<file path="src/rtl/apb_mm_pkg.sv">
// Purpose : shared register map, bit positions and constants for the APB CSR block.
// Latency : n/a (constants and a pure helper function only).
// Backpressure: n/a.
package apb_mm_pkg;

  localparam int unsigned TIMEOUT_DEFAULT = 15;
  localparam logic [15:0] TIMEOUT_RDATA   = 16'hDEAD;

  // Register indices
  localparam logic [2:0] REG_CTRL    = 3'd0;
  localparam logic [2:0] REG_STATUS  = 3'd1;
  localparam logic [2:0] REG_A_DATA  = 3'd2;
  localparam logic [2:0] REG_B_DATA  = 3'd3;
  localparam logic [2:0] REG_RESULT  = 3'd4;
  localparam logic [2:0] REG_RCOUNT  = 3'd5;
  localparam logic [2:0] REG_SCRATCH = 3'd6;
  localparam logic [2:0] REG_RSVD    = 3'd7;

  // CTRL / STATUS bit positions
  localparam int CTRL_START_BIT = 0;
  localparam int CTRL_IRQEN_BIT = 1;
  localparam int STAT_BUSY_BIT  = 0;
  localparam int STAT_DONE_BIT  = 1;
  localparam int STAT_ERR_BIT   = 2;

  // Accesses that complete normally but read 0 and flag STATUS.err:
  // writes to read-only/reserved slots, reads of write-only slots.
  function automatic logic is_bad_access(input logic write, input logic [2:0] addr);
    if (write) return (addr == REG_RESULT) || (addr == REG_RCOUNT) || (addr == REG_RSVD);
    else       return (addr == REG_A_DATA) || (addr == REG_B_DATA);
  endfunction

endpackage

</file>
<file path="src/rtl/apb_wait_timer.sv">
// Purpose : counts APB ACCESS wait states and flags a forced completion at TIMEOUT.
// Latency : expired_o is combinational from the registered count.
// Backpressure: none; it only observes the access/completion qualifiers.
// Ports   : clk_i/rst_i clock and sync reset; access_i qualified ACCESS cycle;
//           done_i transfer completes this cycle; expired_o wait limit reached.
module apb_wait_timer
  import apb_mm_pkg::*;
#(
  parameter int unsigned TIMEOUT = TIMEOUT_DEFAULT
) (
  input  logic clk_i,
  input  logic rst_i,
  input  logic access_i,
  input  logic done_i,
  output logic expired_o
);

  logic [7:0] cnt_q, cnt_d;

  // Counts only stalled ACCESS cycles; any completion or idle cycle clears it.
  // The count cannot pass TIMEOUT because reaching it forces done_i.
  always_comb begin
    cnt_d = 8'd0;
    if (access_i && !done_i) cnt_d = cnt_q + 8'd1;
  end

  always_ff @(posedge clk_i) begin
    if (rst_i) cnt_q <= 8'd0;
    else       cnt_q <= cnt_d;
  end

  assign expired_o = access_i && (cnt_q == 8'(TIMEOUT));

endmodule

</file>
<file path="src/rtl/apb_mm_csr.sv">
// Purpose : APB CSR front-end for a compute core: operand streams out, result stream in.
// Latency : CSR slots zero wait states; stream slots complete with the stream handshake.
// Backpressure: pready follows a_ready/b_ready/r_valid; forced completion after TIMEOUT waits.
// Ports   : APB slave (pclk, preset, paddr, psel, penable, pwrite, pwdata, pready, prdata);
//           a_*/b_* operand streams out; r_* result stream in; start/busy/done/irq core control.
module apb_mm_csr
  import apb_mm_pkg::*;
#(
  parameter int unsigned TIMEOUT = TIMEOUT_DEFAULT,
  parameter int unsigned DW      = 16
) (
  input  logic          pclk,
  input  logic          preset,
  input  logic [2:0]    paddr,
  input  logic          psel,
  input  logic          penable,
  input  logic          pwrite,
  input  logic [DW-1:0] pwdata,
  output logic          pready,
  output logic [DW-1:0] prdata,
  output logic          a_valid,
  output logic [DW-1:0] a_data,
  input  logic          a_ready,
  output logic          b_valid,
  output logic [DW-1:0] b_data,
  input  logic          b_ready,
  input  logic          r_valid,
  input  logic [DW-1:0] r_data,
  output logic          r_ready,
  output logic          start,
  input  logic          busy,
  input  logic          done,
  output logic          irq
);

  logic          xfer_q, xfer_d;
  logic          irq_en_q, irq_en_d;
  logic          done_q, done_d;
  logic          err_q, err_d;
  logic          start_q, start_d;
  logic          irq_q, irq_d;
  logic [DW-1:0] scratch_q, scratch_d;
  logic [15:0]   rcount_q, rcount_d;

  logic          access, expired, nat_rdy, cmpl, wr_ok, rd_ok;
  logic          is_a, is_b, is_r, start_req;
  logic [DW-1:0] rd_val, stat_val, ctrl_val;

  // xfer_q marks that a SETUP phase was seen since the last reset/completion, so an
  // ACCESS phase still held by the master across a reset is not acted upon.
  assign access = psel && penable && xfer_q && !preset;

  assign is_a = pwrite  && (paddr == REG_A_DATA);
  assign is_b = pwrite  && (paddr == REG_B_DATA);
  assign is_r = !pwrite && (paddr == REG_RESULT);

  always_comb begin
    nat_rdy = 1'b1;
    if (is_a)      nat_rdy = a_ready;
    else if (is_b) nat_rdy = b_ready;
    else if (is_r) nat_rdy = r_valid;
  end

  apb_wait_timer #(.TIMEOUT(TIMEOUT)) u_timer (
    .clk_i    (pclk),
    .rst_i    (preset),
    .access_i (access),
    .done_i   (pready),
    .expired_o(expired)
  );

  assign pready  = access && (expired || nat_rdy);
  assign cmpl    = access && pready;
  assign wr_ok   = cmpl && pwrite;
  assign rd_ok   = cmpl && !pwrite;

  // A forced completion suppresses the stream handshake so no beat moves.
  assign a_valid = access && is_a && !expired;
  assign b_valid = access && is_b && !expired;
  assign r_ready = access && is_r && r_valid && !expired;
  assign a_data  = a_valid ? pwdata : '0;
  assign b_data  = b_valid ? pwdata : '0;

  always_comb begin
    ctrl_val = '0;
    ctrl_val[CTRL_IRQEN_BIT] = irq_en_q;
    stat_val = '0;
    stat_val[STAT_BUSY_BIT]  = busy;
    stat_val[STAT_DONE_BIT]  = done_q;
    stat_val[STAT_ERR_BIT]   = err_q;
    rd_val = '0;
    if (expired) rd_val = DW'(TIMEOUT_RDATA);
    else begin
      case (paddr)
        REG_CTRL:    rd_val = ctrl_val;
        REG_STATUS:  rd_val = stat_val;
        REG_RESULT:  rd_val = r_data;
        REG_RCOUNT:  rd_val = DW'(rcount_q);
        REG_SCRATCH: rd_val = scratch_q;
        default:     rd_val = '0;
      endcase
    end
  end

  assign prdata = rd_ok ? rd_val : '0;

  assign start_req = wr_ok && (paddr == REG_CTRL) && pwdata[CTRL_START_BIT];

  always_comb begin
    xfer_d = xfer_q;
    if (!psel)        xfer_d = 1'b0;
    else if (!penable) xfer_d = 1'b1;
    else if (pready)  xfer_d = 1'b0;

    irq_en_d = irq_en_q;
    if (wr_ok && (paddr == REG_CTRL)) irq_en_d = pwdata[CTRL_IRQEN_BIT];

    start_d = start_req && !busy;

    // Sticky bits: a set event in the same cycle as a W1C wins.
    done_d = done_q;
    if (wr_ok && (paddr == REG_STATUS) && pwdata[STAT_DONE_BIT]) done_d = 1'b0;
    if (done) done_d = 1'b1;

    err_d = err_q;
    if (wr_ok && (paddr == REG_STATUS) && pwdata[STAT_ERR_BIT]) err_d = 1'b0;
    if ((cmpl && (expired || is_bad_access(pwrite, paddr))) || (start_req && busy))
      err_d = 1'b1;

    scratch_d = scratch_q;
    if (wr_ok && (paddr == REG_SCRATCH)) scratch_d = pwdata;

    rcount_d = rcount_q;
    if (start_q)                                        rcount_d = 16'd0;
    else if (r_valid && r_ready && rcount_q != 16'hFFFF) rcount_d = rcount_q + 16'd1;

    irq_d = done_q && irq_en_q;
  end

  always_ff @(posedge pclk) begin
    if (preset) begin
      xfer_q    <= 1'b0;
      irq_en_q  <= 1'b0;
      done_q    <= 1'b0;
      err_q     <= 1'b0;
      start_q   <= 1'b0;
      irq_q     <= 1'b0;
      scratch_q <= '0;
      rcount_q  <= 16'd0;
    end else begin
      xfer_q    <= xfer_d;
      irq_en_q  <= irq_en_d;
      done_q    <= done_d;
      err_q     <= err_d;
      start_q   <= start_d;
      irq_q     <= irq_d;
      scratch_q <= scratch_d;
      rcount_q  <= rcount_d;
    end
  end

  assign start = start_q;
  assign irq   = irq_q;

endmodule

</file>
<file path="config.mk">
export PLATFORM = sky130hd
export DESIGN_NAME = apb_mm_csr
export DESIGN_NICKNAME = d
export VERILOG_FILES = /design/src/rtl/apb_mm_pkg.sv /design/src/rtl/apb_wait_timer.sv /design/src/rtl/apb_mm_csr.sv
export SDC_FILE = /design/constraint.sdc
export NUM_CORES = 1
export LEC_CHECK = 0
export BUFFER_PORTS_ARGS = -buffer_cell sky130_fd_sc_hd__buf_4
export CAP_MARGIN = 20
export CORE_MARGIN = 4
export CORE_UTILIZATION = 50
export CTS_CLUSTER_DIAMETER = 80
export CTS_CLUSTER_SIZE = 24
export DETAILED_ROUTE_END_ITERATION = 8
export GPL_TIMING_DRIVEN = 0
export PLACE_DENSITY_LB_ADDON = 0.2
export SKIP_CTS_REPAIR_TIMING = 1
export SYNTH_ARGS = -nofsm -noshare
export SYNTH_HDL_FRONTEND = slang
export SYNTH_SLANG_ARGS = --single-unit
</file>
<file path="constraint.sdc">
create_clock -name pclk -period 3.57 [get_ports pclk]
set_clock_uncertainty 0.2 [all_clocks]
set_input_delay 0.714 -clock pclk [delete_from_list [all_inputs] [get_ports pclk]]
set_output_delay 0.714 -clock pclk [all_outputs]
set_load 0.01 [all_outputs]
</file>
-- After elaboration in Yosys (flattened, before gate mapping)
Cells that the tools add are included.
- register bits after elaboration: 46
- bits of input ports: 45
- output and inout port bits: 54
- logic and storage cells: 86
- $add $sub $neg: 2
- eq/ne operators: 10
- muxes and demuxes: 15
- bitwise operators: 2
- reduce and logical (&&, ||, !) cells: 48
- operators by type and width (operator ; number):
    case mux 16 bit (5 select lines) ; 1
    two-way mux 16 bit ; 4
    logical AND 1 bit ; 31
    adder 16 x 1 -> 16 bit, second input constant ; 1
    != test 16 bit, second input constant ; 1
    equality test 3 bit, second input constant ; 4
    two-way mux 1 bit ; 10
    adder 8 x 1 -> 8 bit, second input constant ; 1
    equality test 8 x 4 -> 1 bit, second input constant ; 1
    equality test 3 x 2 -> 1 bit, second input constant ; 2
    logical OR 1 bit ; 6
    OR reduction 2 bit ; 3
    logical NOT 1 bit ; 5
    nonzero test 2 bit ; 2
    equality test 3 x 1 -> 1 bit, second input constant ; 1
    logical NOT 3 bit ; 1
    != test 2 x 1 -> 1 bit, second input constant ; 1
    inverter 1 bit ; 2

-- Depth between registers and ports, before layout
Gate-level depths: netlist of the first run.
- depth after elaboration: 14
- mapped depth: 8
- depth with buffers taken out: 6

-- By module
A second synthesis of the first run with hierarchy kept.
- cell total of the unflattened synthesis: 362
- area total of the unflattened synthesis: 2925.3 um2
- by module, submodules not included (module ; instances ; cells an instance ; area each (um2) ; sequential area each (um2)):
    apb_mm_csr ; 1 ; 325 ; 2590.0 ; 760.7
    apb_wait_timer ; 1 ; 37 ; 335.3 ; 160.2

-- Least setup slack after synthesis of the first run
No wires, ideal clock.
- path type: input -> output
- from: input port paddr[0]
- to: output port prdata[0]
- data arrival time: 2.215 ns
- data required time: 2.656 ns
- path slack: 0.441 ns
- stages on the path: 6
- path buffers: 2
- cell sequence: clkbuf_2 > or4b_2 > o32ai_1 > a211o_1 > buf_2 > nor2_1
- word-level cells in the longest chain between the ends: 10
- elaborated cells on any way between the ends: 20
- classes of those cells: eq/ne: 6; mux: 6; reduce/logical: 8
- RTL lines (item ; line ; RTL):
    start: declaration ; apb_mm_csr.sv:14 ; input logic [2:0] paddr,
    equality test 3 bit ; apb_mm_csr.sv:55, apb_mm_csr.sv:94 ;
    logical AND 1 bit ; apb_mm_csr.sv:55 ; assign is_r = !pwrite && (paddr == REG_RESULT);
    two-way mux 1 bit ; apb_mm_csr.sv:61 ; else if (is_r) nat_rdy = r_valid;
    two-way mux 1 bit ; apb_mm_csr.sv:60 ; else if (is_b) nat_rdy = b_ready;
    two-way mux 1 bit ; apb_mm_csr.sv:59 ; if (is_a) nat_rdy = a_ready;
    logical OR 1 bit ; apb_mm_csr.sv:72 ; assign pready = access && (expired || nat_rdy);
    logical AND 1 bit ; apb_mm_csr.sv:72 ;
    logical AND 1 bit ; apb_mm_csr.sv:73 ; assign cmpl = access && pready;
    logical AND 1 bit ; apb_mm_csr.sv:75 ; assign rd_ok = cmpl && !pwrite;
    two-way mux 16 bit (*) ; apb_mm_csr.sv:105 ; assign prdata = rd_ok ? rd_val : '0;
    end: declaration ; apb_mm_csr.sv:20 ; output logic [DW-1:0] prdata,
Every way passes the cells marked *; elsewhere a longest branch is shown, timed or not.

-- Worst setup path in the final report of the first run
- from: input port paddr[1]
- to: output port prdata[5]
Same word-level chain as after synthesis.

==> results of run 1 <==
==> sequential cells by signal, indices dropped and copies added, names as in the netlist <==
register,cells
start,1
done_q,1
err_q,1
rcount_q,16
irq,1
scratch_q,16
u_timer.cnt_q,8
irq_en_q,1
xfer_q,1
==> worst max-delay path by stage <==
stage | end | cells after the start
global route | prdata[12] | 7
detailed placement | prdata[14] | 7
finish | prdata[5] | 7
floorplan | prdata[0] | 6
CTS | prdata[14] | 7
global placement | prdata[5] | 7
==> layout by cell type, fill, tap and decap left out, types with 4 or more instances in the layout <==
master / instances
buf_4: 96
nor2_1: 53
dfxtp_1: 46
nand2_1: 34
mux2i_1: 33
and2_1: 24
a21oi_1: 23
nand3_1: 14
o21ai_0: 14
clkbuf_1: 13
xnor2_1: 13
and2_4: 9
and3_1: 8
nor3_1: 6
buf_2: 5
buf_6: 5
clkbuf_8: 5
nand4_1: 4
nor4_1: 4
a211oi_1: 4
==> kinds of logic (layout without fill, tap and decap cells) <==
| family | Yosys count | in the layout | share of synthesized area |
|---|---|---|---|
| fa+ha+maj | 2 | 2 | 0.00881 |
| mux | 36 | 36 | 0.128 |
| flops | 46 | 46 | 0.324 |
| simple gates | 176 | 176 | 0.323 |
| buf+inv | 28 | 131 | 0.0529 |
| compound gates | 54 | 54 | 0.114 |
| xor+xnor | 16 | 16 | 0.0493 |
==> final cells by class <==
type                       instances  share of cell area
tap                               72              0.0241
clock inverter                     2             0.00268
clock buffer                       5              0.0184
multi-input combinational        284               0.475
timing repair buffer              96               0.193
sequential                        46               0.246
inverter                           3             0.00301
buffer                            25              0.0372
==> stage by stage <==
step	setup slack [ns]	cells	cell area, µm²
2_1_floorplan	0.441	358	2840
3_3_place_gp	0.0815	526	3650
3_5_place_dp	0.0786	526	3650
4_1_cts	0.0753	533	3730
5_1_grt	0.0389	533	3740
6_report	0.104	533	3740
==> worst min-delay path: stages, from the launching register on <==
cell	delay [ns]
dfxtp_1	0.33
nand2_1	0.05
a21oi_1	0.05
==> power breakdown <==
part / leakage (µW) / switching [µW] / internal, µW
clock: 0.0000438 / 175 / 132
sequential: 0.000371 / 1.29 / 514
combinational: 0.00112 / 52.6 / 52.1
==> routing by layer <==
metal	vias to the layer above	part of all wire	GRT usage
met1	1336	0.43	0.291
met4	0	0.016	0.0624
li1	1440	-	-
met2	119	0.48	0.372
met5	-	0	0
met3	14	0.080	0.0546
==> impl_metrics.py, run 1 <==
metrics = {
    "die": {
        "fp.dieH_um": 83.4,
        "ioPinCount": 99,
        "die_area_um2": 6950,
        "std_cell_rows": 27,
        "start_util": 0.516,
        "coreArea_um2": 5510,
        "die_w_um": 83.4,
    },
    "clock_network": {
        "clock_path_buffers": 2,
        "insertion_delay_ns": 0.30,
        "clock-root-buffer": "clkbuf_8",
        "cts_tree": "yes",
        "numCtsBuffers": 5,
        "htreeDepth": 2,
        "clkTransAtPathRegs_ns": 0.08,
        "cts.sinks": 46,
    },
    "run": {
        "maxCapViolations": 0,
    },
    "global_routing": {
        "grt_pass1_wl_mm": 13.1,
        "antenna_found_initial": 0,
        "overflow": 0,
        "grt.total_usage": 0.225,
        "grt_pass1_vias": 2790,
        "grt_max_degree": 14,
    },
    "final_layout": {
        "nFillCells": 463,
        "layout.area.seq_um2": 921,
        "final_util": 0.679,
        "multi_input_area_um2": 1780,
        "n_antenna_cell": 0,
        "areaGrowthSynthToFinish_pct": 31.6,
        "nNetsFinal": 508,
        "drive_gt1_frac": 0.286,
    },
    "timing": {
        "worst_pin_slew_ns": 0.639,
        "drv_slew": 0,
        "tns_ns": 0,
        "hold_viol": 0,
        "rsz0062_at_grt": "no",
        "hold-worst-slack_ns": 0.271,
        "maxSlewHeadroom": 0.563,
        "fmax_mhz": 289,
        "setup_viol": 0,
        "post-route-period-util": 0.971,
        "min_period_ns": 3.47,
    },
    "hold_path": {
        "hp-class": "reg -> reg",
        "holdPathEnd": "err_q",
        "hold_start": "err_q",
        "holdPathStages": 2,
    },
    "yosys": {
        "yosys_warnings": 0,
        "synth_common_cells": "nor2_1 (53), dfxtp_1 (46), nand2_1 (34), mux2i_1 (33), and2_1 (24)",
        "synth_edf_count": 0,
        "synthCells": 358,
        "synth_nets": 405,
        "postSynthAreaPerCell_um2": 7.93,
        "ys.flop_type": "dfxtp_1",
        "synthArstFlopShare": 0,
        "yosysMostFrequentCell": "nor2_1",
        "synth_area_leaders": "dfxtp_1 (32%), mux2i_1 (12%), nor2_1 (7.0%)",
        "seq_area_frac_synth": 0.324,
        "syn_area_um2": 2840,
        "synth_top_cell_area_share": 0.324,
        "ys_ff_latch": 46,
        "yosys.area.top_type": "dfxtp_1",
        "netlist-cell-type-count": 49,
    },
    "critical_path": {
        "critPathMaxFanout": 10,
        "end_kind": "output port",
        "crit_buf_inv": 3,
        "worstReg2RegEnd": "rcount_q[11]",
        "rrSetupSlack_ns": 1.21,
        "worstRegToRegCells": 6,
        "r2r-start": "u_timer.cnt_q[0]",
        "crit_path_cell_trace": "clkbuf_1 > or4b_2 > o32ai_2 > a211o_1 > buf_2 > a21oi_1 > buf_4",
        "critPathRequiredTime_ns": 2.66,
        "cp_top_family": "simple AND/OR/NAND/NOR gates",
        "path_class": "in -> out",
        "max_stage_delay_ns": 0.68,
        "slowest_stage": "or4b_2",
        "start_kind": "input pin",
        "crit_arrival_ns": 2.55,
        "worstSetupStartpoint": "paddr[1]",
    },
    "power_and_ir_drop": {
        "power.density_nw_per_um2": 248,
        "p_leak_uw": 0.00154,
        "vdd_drop_max_uv": 252,
        "fin_total_pwr_uw": 927,
    },
    "detailed_routing": {
        "firstDrtPassIters": 4,
        "via_per_inst": 5.46,
        "drt_first_iter_violations": 153,
        "ant_nets": 0,
        "num_vias": 2909,
        "drcViolationCount": 0,
        "wl_per_cell_um": 14.7,
        "wl_mm": 7.83,
    },
    "status": {
        "status": "finished, final reports clean",
    },
    "placed_design": {
        "hpwl_mm": 6.16,
        "port_buffers": 96,
        "gp_routability_congestion": 0.894,
    },
}
(Power assumes the default switching activity.)
==> run 2: changes to the inputs <==
--- a/config.mk
+++ b/config.mk
@@ -8,13 +8,16 @@
 export BUFFER_PORTS_ARGS = -buffer_cell sky130_fd_sc_hd__buf_4
 export CAP_MARGIN = 20
 export CORE_MARGIN = 4
-export CORE_UTILIZATION = 50
+export CORE_UTILIZATION = 51
 export CTS_CLUSTER_DIAMETER = 80
 export CTS_CLUSTER_SIZE = 24
 export DETAILED_ROUTE_END_ITERATION = 8
+export GPL_ROUTABILITY_DRIVEN = 0
 export GPL_TIMING_DRIVEN = 0
 export PLACE_DENSITY_LB_ADDON = 0.2
 export SKIP_CTS_REPAIR_TIMING = 1
+export SLEW_MARGIN = 25
 export SYNTH_ARGS = -nofsm -noshare
 export SYNTH_HDL_FRONTEND = slang
+export SYNTH_HIERARCHICAL = 1
 export SYNTH_SLANG_ARGS = --single-unit
==> run 2 against run 1 <==
Effect of this change:
- clock power grew 29%
- power up 11%
- non-clock buffer count grew 1
- utilization increased by 2.0 points
- critical path type unchanged
- highest routed layer unchanged
==> impl_metrics.py, run 2 <==
metrics = {
    "yosys": {
        "yosys_warnings": 6,
        "synth-simple-area-share": 0.349,
        "yosys.area.top_type": "dfxtp_1",
        "netlist-cell-type-count": 57,
        "synthMuxAreaShare": 0.0890,
        "seq_area_frac_synth": 0.315,
        "synth-adder-area-share": 0.00855,
        "synth_compound_area_frac": 0.177,
        "ys.flop_type": "dfxtp_1",
        "synth_top_family_by_area": "simple AND/OR/NAND/NOR gates",
        "synth_edf_count": 0,
        "yosysMostFrequentCell": "nor2_1",
        "syn_area_um2": 2930,
        "postSynthAreaPerCell_um2": 8.08,
        "synth_nets": 409,
        "synthArstFlopShare": 0,
        "synth_top_cell_area_share": 0.315,
        "ys_ff_latch": 46,
        "synth_area_leaders": "dfxtp_1 (31%), mux2i_1 (8.9%), and2_1 (7.7%)",
        "synthCells": 362,
        "synth_common_cells": "nor2_1 (50), dfxtp_1 (46), and2_1 (36), a21oi_1 (28), mux2i_1 (26)",
        "synth-xor-area-share": 0.00898,
    },
    "run": {
        "maxCapViolations": 0,
    },
    "critical_path": {
        "path_class": "in -> out",
        "start_kind": "input pin",
        "r2r-start": "u_timer/cnt_q[0]",
        "worstSetupStartpoint": "preset",
        "rrSetupSlack_ns": 0.61,
        "worstRegToRegCells": 10,
        "worstReg2RegEnd": "u_timer/cnt_q[7]",
        "critPathMaxFanout": 11,
        "crit_arrival_ns": 2.50,
        "critPathRequiredTime_ns": 2.66,
        "end_kind": "output port",
    },
    "timing": {
        "hold_viol": 0,
        "rsz0062_at_grt": "no",
        "setup_viol": 0,
        "post-route-period-util": 0.957,
        "fin_ws_ns": 0.154,
        "fmax_mhz": 293,
        "maxSlewHeadroom": 0.553,
        "drv_slew": 0,
        "worst_pin_slew_ns": 0.666,
        "min_period_ns": 3.42,
    },
    "clock_network": {
        "clock_path_buffers": 2,
        "clock-root-buffer": "clkbuf_8",
        "numCtsBuffers": 5,
        "clkTransAtPathRegs_ns": 0.09,
        "cts.sinks": 46,
        "insertion_delay_ns": 0.30,
        "htreeDepth": 2,
        "cts_tree": "yes",
    },
    "hold_path": {
        "holdPathEnd": "u_timer/cnt_q[0]",
        "hp-class": "reg -> reg",
        "holdPathStages": 1,
        "hold_start": "u_timer/cnt_q[0]",
    },
    "final_layout": {
        "nNetsFinal": 512,
        "final_cell_mix": "buf_4 (98), nor2_1 (50), dfxtp_1 (46), and2_1 (36), a21oi_1 (27)",
        "areaGrowthSynthToFinish_pct": 32.3,
        "n_antenna_cell": 0,
        "mostFrequentLayoutCell": "buf_4",
        "layoutNonFillerInstCount": 538,
        "drive_gt1_frac": 0.281,
        "largest_registers": "rcount_q: 16 flops, scratch_q: 16 flops, u_timer/cnt_q: 8 flops",
    },
    "placed_design": {
        "port_buffers": 97,
        "place_ws_ns": -0.145,
        "hpwl_mm": 6.84,
        "place_inst": 531,
    },
    "detailed_routing": {
        "drt_first_iter_violations": 266,
        "drcViolationCount": 0,
        "wl_per_cell_um": 16.3,
        "via_per_inst": 5.92,
        "wl_mm": 8.76,
        "firstDrtPassIters": 5,
        "num_vias": 3184,
        "ant_nets": 0,
    },
    "die": {
        "std_cell_rows": 27,
        "fp.dieH_um": 83.7,
        "start_util": 0.528,
        "coreArea_um2": 5540,
        "die_area_um2": 7010,
        "die_w_um": 83.7,
        "ioPinCount": 99,
    },
    "global_routing": {
        "grt.total_usage": 0.237,
        "grt_pass1_vias": 2895,
        "overflow": 0,
        "grt_max_degree": 16,
        "grt_pass1_wl_mm": 14.0,
        "antenna_found_initial": 0,
    },
    "status": {
        "status": "finished, final reports clean",
    },
    "power_and_ir_drop": {
        "vdd_drop_max_uv": 216,
        "p_leak_uw": 0.00162,
        "power.density_nw_per_um2": 265,
    },
}
==> run 2: cell count changes in the layout (fill, tap and decap cells not counted), sizes merged, moves of 5 or more <==
cell / change
buf: +5
o21ai: -8
nand4: +8
a21oi: +5
or4: +6
mux2i: -7
o31ai: +6
or3: +5
nand2: -16
a221oi: +8
a22o: +10
xnor2: -11
==> run 2: worst max-delay path by stage <==
| stage | depth (start not counted) | end | slack [ns] |
|---|---|---|---|
| after floorplan | 11 | u_timer/cnt_q[7] | 0.41 |
| after global placement | 9 | a_data[6] | -0.13 |
| after detailed placement | 9 | a_data[11] | -0.14 |
| after CTS | 9 | a_data[11] | -0.15 |
| after global routing | 10 | b_data[7] | 0.03 |
| final | 10 | b_data[7] | 0.15 |
==> run 2: power breakdown <==
group	switching (µW)	total, µW	internal (µW)
logic	58.5	112	53.4
registers	1.41	516	514
clock network	189	397	208
total	249	1020	776
==> run 2: routing by layer <==
metal  routed length (µm)  track usage  share of wire
met5                    0            0              0
met1                 3790        0.308           0.43
met4                  145       0.0482          0.017
met2                 4120        0.413           0.47
met3                  709       0.0415          0.081
==> run 2: logic make-up after synthesis <==
| group | count (synthesis) |
|---|---|
| DFF | 46 |
| and+or+nand+nor | 178 |
| AOI/OAI and AO/OA | 75 |
| xor gates and xnor gates | 3 |
| adders and majority gates | 2 |
| muxes | 26 |
| buffers and inverters | 32 |
==> run 2: final cells by class <==
cell class	count	area [µm²]
sequential	46	921
clock buffer	5	68.8
clock inverter	3	45.0
multi-input combinational	284	1870
buffer	25	126
tap	72	90.1
fill	481	1670
inverter	6	22.5
timing repair buffer	97	728
==> run 2: critical path, cell delays in order <==
cell and delay [ns]:
buf_4 0.14, nand4b_4 0.24, inv_2 0.21, and3_4 0.28
nor2_1 0.07, and3_1 0.19, clkbuf_1 0.16, buf_2 0.20
and2_1 0.16, buf_4 0.14
==> run 2: per-stage QoR <==
stage               power [µW]  setup TNS, ns  hold slack, ns   util  instance area, µm²
finish                    1020              0           0.270  0.699                3870
global route              1050              0           0.302  0.699                3870
CTS                       1020          -1.88           0.276  0.696                3860
detailed placement         636          -1.58           0.254  0.676                3740
global placement           635          -1.52           0.245  0.676                3740
floorplan                  576              0           0.229      -                2930
==> run 3: changes to the inputs <==
--- a/config.mk
+++ b/config.mk
@@ -8,7 +8,7 @@
 export BUFFER_PORTS_ARGS = -buffer_cell sky130_fd_sc_hd__buf_4
 export CAP_MARGIN = 20
 export CORE_MARGIN = 4
-export CORE_UTILIZATION = 51
+export CORE_UTILIZATION = 37
 export CTS_CLUSTER_DIAMETER = 80
 export CTS_CLUSTER_SIZE = 24
 export DETAILED_ROUTE_END_ITERATION = 8
==> constraint.sdc (replaced) <==
create_clock -name pclk -period 3 [get_ports pclk]
set_clock_uncertainty 0.2 [all_clocks]
set_input_delay 0.6 -clock pclk [delete_from_list [all_inputs] [get_ports pclk]]
set_output_delay 0.6 -clock pclk [all_outputs]
set_load 0.01 [all_outputs]
==> run 3 against run 2 <==
Effect of this change:
- register-to-register slack got worse by 0.44 ns
- sequential power is 19% higher
- largest power group unchanged
- largest cell class unchanged
- die area rose by 34%
- power up 13%
==> impl_metrics.py, run 3 (synthesis gave the netlist of run 2 again) <==
metrics = {
    "detailed_routing": {
        "ant_nets": 0,
        "via_per_inst": 5.48,
        "wl_per_cell_um": 16.2,
        "drcViolationCount": 0,
        "firstDrtPassIters": 4,
        "drt_first_iter_violations": 154,
        "wl_mm": 9.29,
        "num_vias": 3140,
    },
    "power_and_ir_drop": {
        "vdd_drop_max_uv": 156,
        "power.density_nw_per_um2": 293,
        "p_leak_uw": 0.00165,
    },
    "run": {
        "maxCapViolations": 0,
    },
    "die": {
        "std_cell_rows": 32,
        "ioPinCount": 99,
        "coreArea_um2": 7690,
        "start_util": 0.381,
        "die_area_um2": 9390,
        "die_w_um": 96.9,
        "fp.dieH_um": 96.9,
    },
    "timing": {
        "hold_viol": 0,
        "fin_ws_ns": 0.0775,
        "maxSlewHeadroom": 0.608,
        "setup_viol": 0,
        "worst_pin_slew_ns": 0.583,
        "fmax_mhz": 342,
        "post-route-period-util": 0.974,
        "drv_slew": 0,
        "min_period_ns": 2.92,
    },
    "status": {
        "status": "finished, final reports clean",
    },
    "global_routing": {
        "antenna_found_initial": 0,
        "grt_max_degree": 15,
        "grt.total_usage": 0.193,
        "grt_pass1_vias": 2907,
        "overflow": 0,
        "grt_pass1_wl_mm": 15.0,
    },
    "critical_path": {
        "critPathMaxFanout": 10,
        "crit_arrival_ns": 2.12,
        "critPathRequiredTime_ns": 2.20,
        "rrSetupSlack_ns": 0.17,
        "path_class": "reg -> out",
        "start_kind": "register",
        "end_kind": "output port",
    },
    "final_layout": {
        "nNetsFinal": 517,
        "layoutNonFillerInstCount": 573,
        "areaGrowthSynthToFinish_pct": 35.5,
        "nFillCells": 763,
        "n_antenna_cell": 0,
        "drive_gt1_frac": 0.310,
        "design_area_um2": 3960,
        "mostFrequentLayoutCell": "buf_4",
        "final_cell_mix": "buf_4 (107), nor2_1 (50), dfxtp_1 (44), and2_1 (36), a21oi_1 (27)",
        "largest_registers": "rcount_q: 16 flops, scratch_q: 16 flops, u_timer/cnt_q: 8 flops",
    },
    "placed_design": {
        "hpwl_mm": 7.14,
        "place_inst": 561,
        "place_ws_ns": -0.742,
        "port_buffers": 97,
        "dpl-instance-area_um2": 3790,
    },
    "clock_network": {
        "clkTransAtPathRegs_ns": 0.08,
        "cts.sinks": 46,
        "numCtsBuffers": 5,
        "htreeDepth": 2,
        "clock-root-buffer": "clkbuf_8",
        "cts_tree": "yes",
        "insertion_delay_ns": 0.31,
        "clock_path_buffers": 2,
    },
    "hold_path": {
        "hp-class": "reg -> reg",
    },
}
-- run 3: final cells by class --
class,count,area (µm²),share of cell area
buffer,23,125,0.0316
sequential,46,923,0.233
clock inverter,2,12.5,0.00316
inverter,6,27.5,0.00694
clock buffer,6,82.6,0.0208
timing repair buffer,104,781,0.197
tap,102,128,0.0322
multi-input combinational,284,1880,0.475
-- run 3: worst max-delay path: stages (launching register included) --
cell,delay [ns]
dfxtp_2,0.34
ha_2,0.20
and3_4,0.18
and3_4,0.18
nor4b_4,0.38
clkbuf_2,0.27
and2_1,0.15
buf_4,0.11
-- run 3: per-layer routing --
metal / wire [µm] / part of all wire / GRT usage
met1: 4200 / 0.45 / 0.265
met2: 4400 / 0.47 / 0.311
met3: 574 / 0.062 / 0.0324
met4: 117 / 0.013 / 0.0583
met5: 0 / 0 / 0
-- run 3: where the power goes --
part / switching [µW] / total [µW] / internal, µW
logic: 69.7 / 135 / 65.0
registers: 1.46 / 613 / 612
clock network: 227 / 412 / 186
-- run 3: stage by stage --
stage / TNS, ns / utilization / power, µW / hold slack (ns)
3_5_place_dp: -20.65 / 0.493 / 760 / 0.270
3_3_place_gp: -19.27 / 0.493 / 758 / 0.243
2_1_floorplan: 0 / - / 686 / 0.229
4_1_cts: -22.10 / 0.505 / 1170 / 0.271
5_1_grt: -0.293 / 0.516 / 1210 / 0.269
6_report: 0 / 0.516 / 1160 / 0.246
-- run 3: final timing paths --
path                     from  cells past startpoint          endpoint
max          u_timer/cnt_q[0]                      7        a_data[11]
min          u_timer/cnt_q[0]                      1  u_timer/cnt_q[0]
max reg2reg  u_timer/cnt_q[0]                     10  u_timer/cnt_q[7]
min reg2reg  u_timer/cnt_q[0]                      1  u_timer/cnt_q[0]
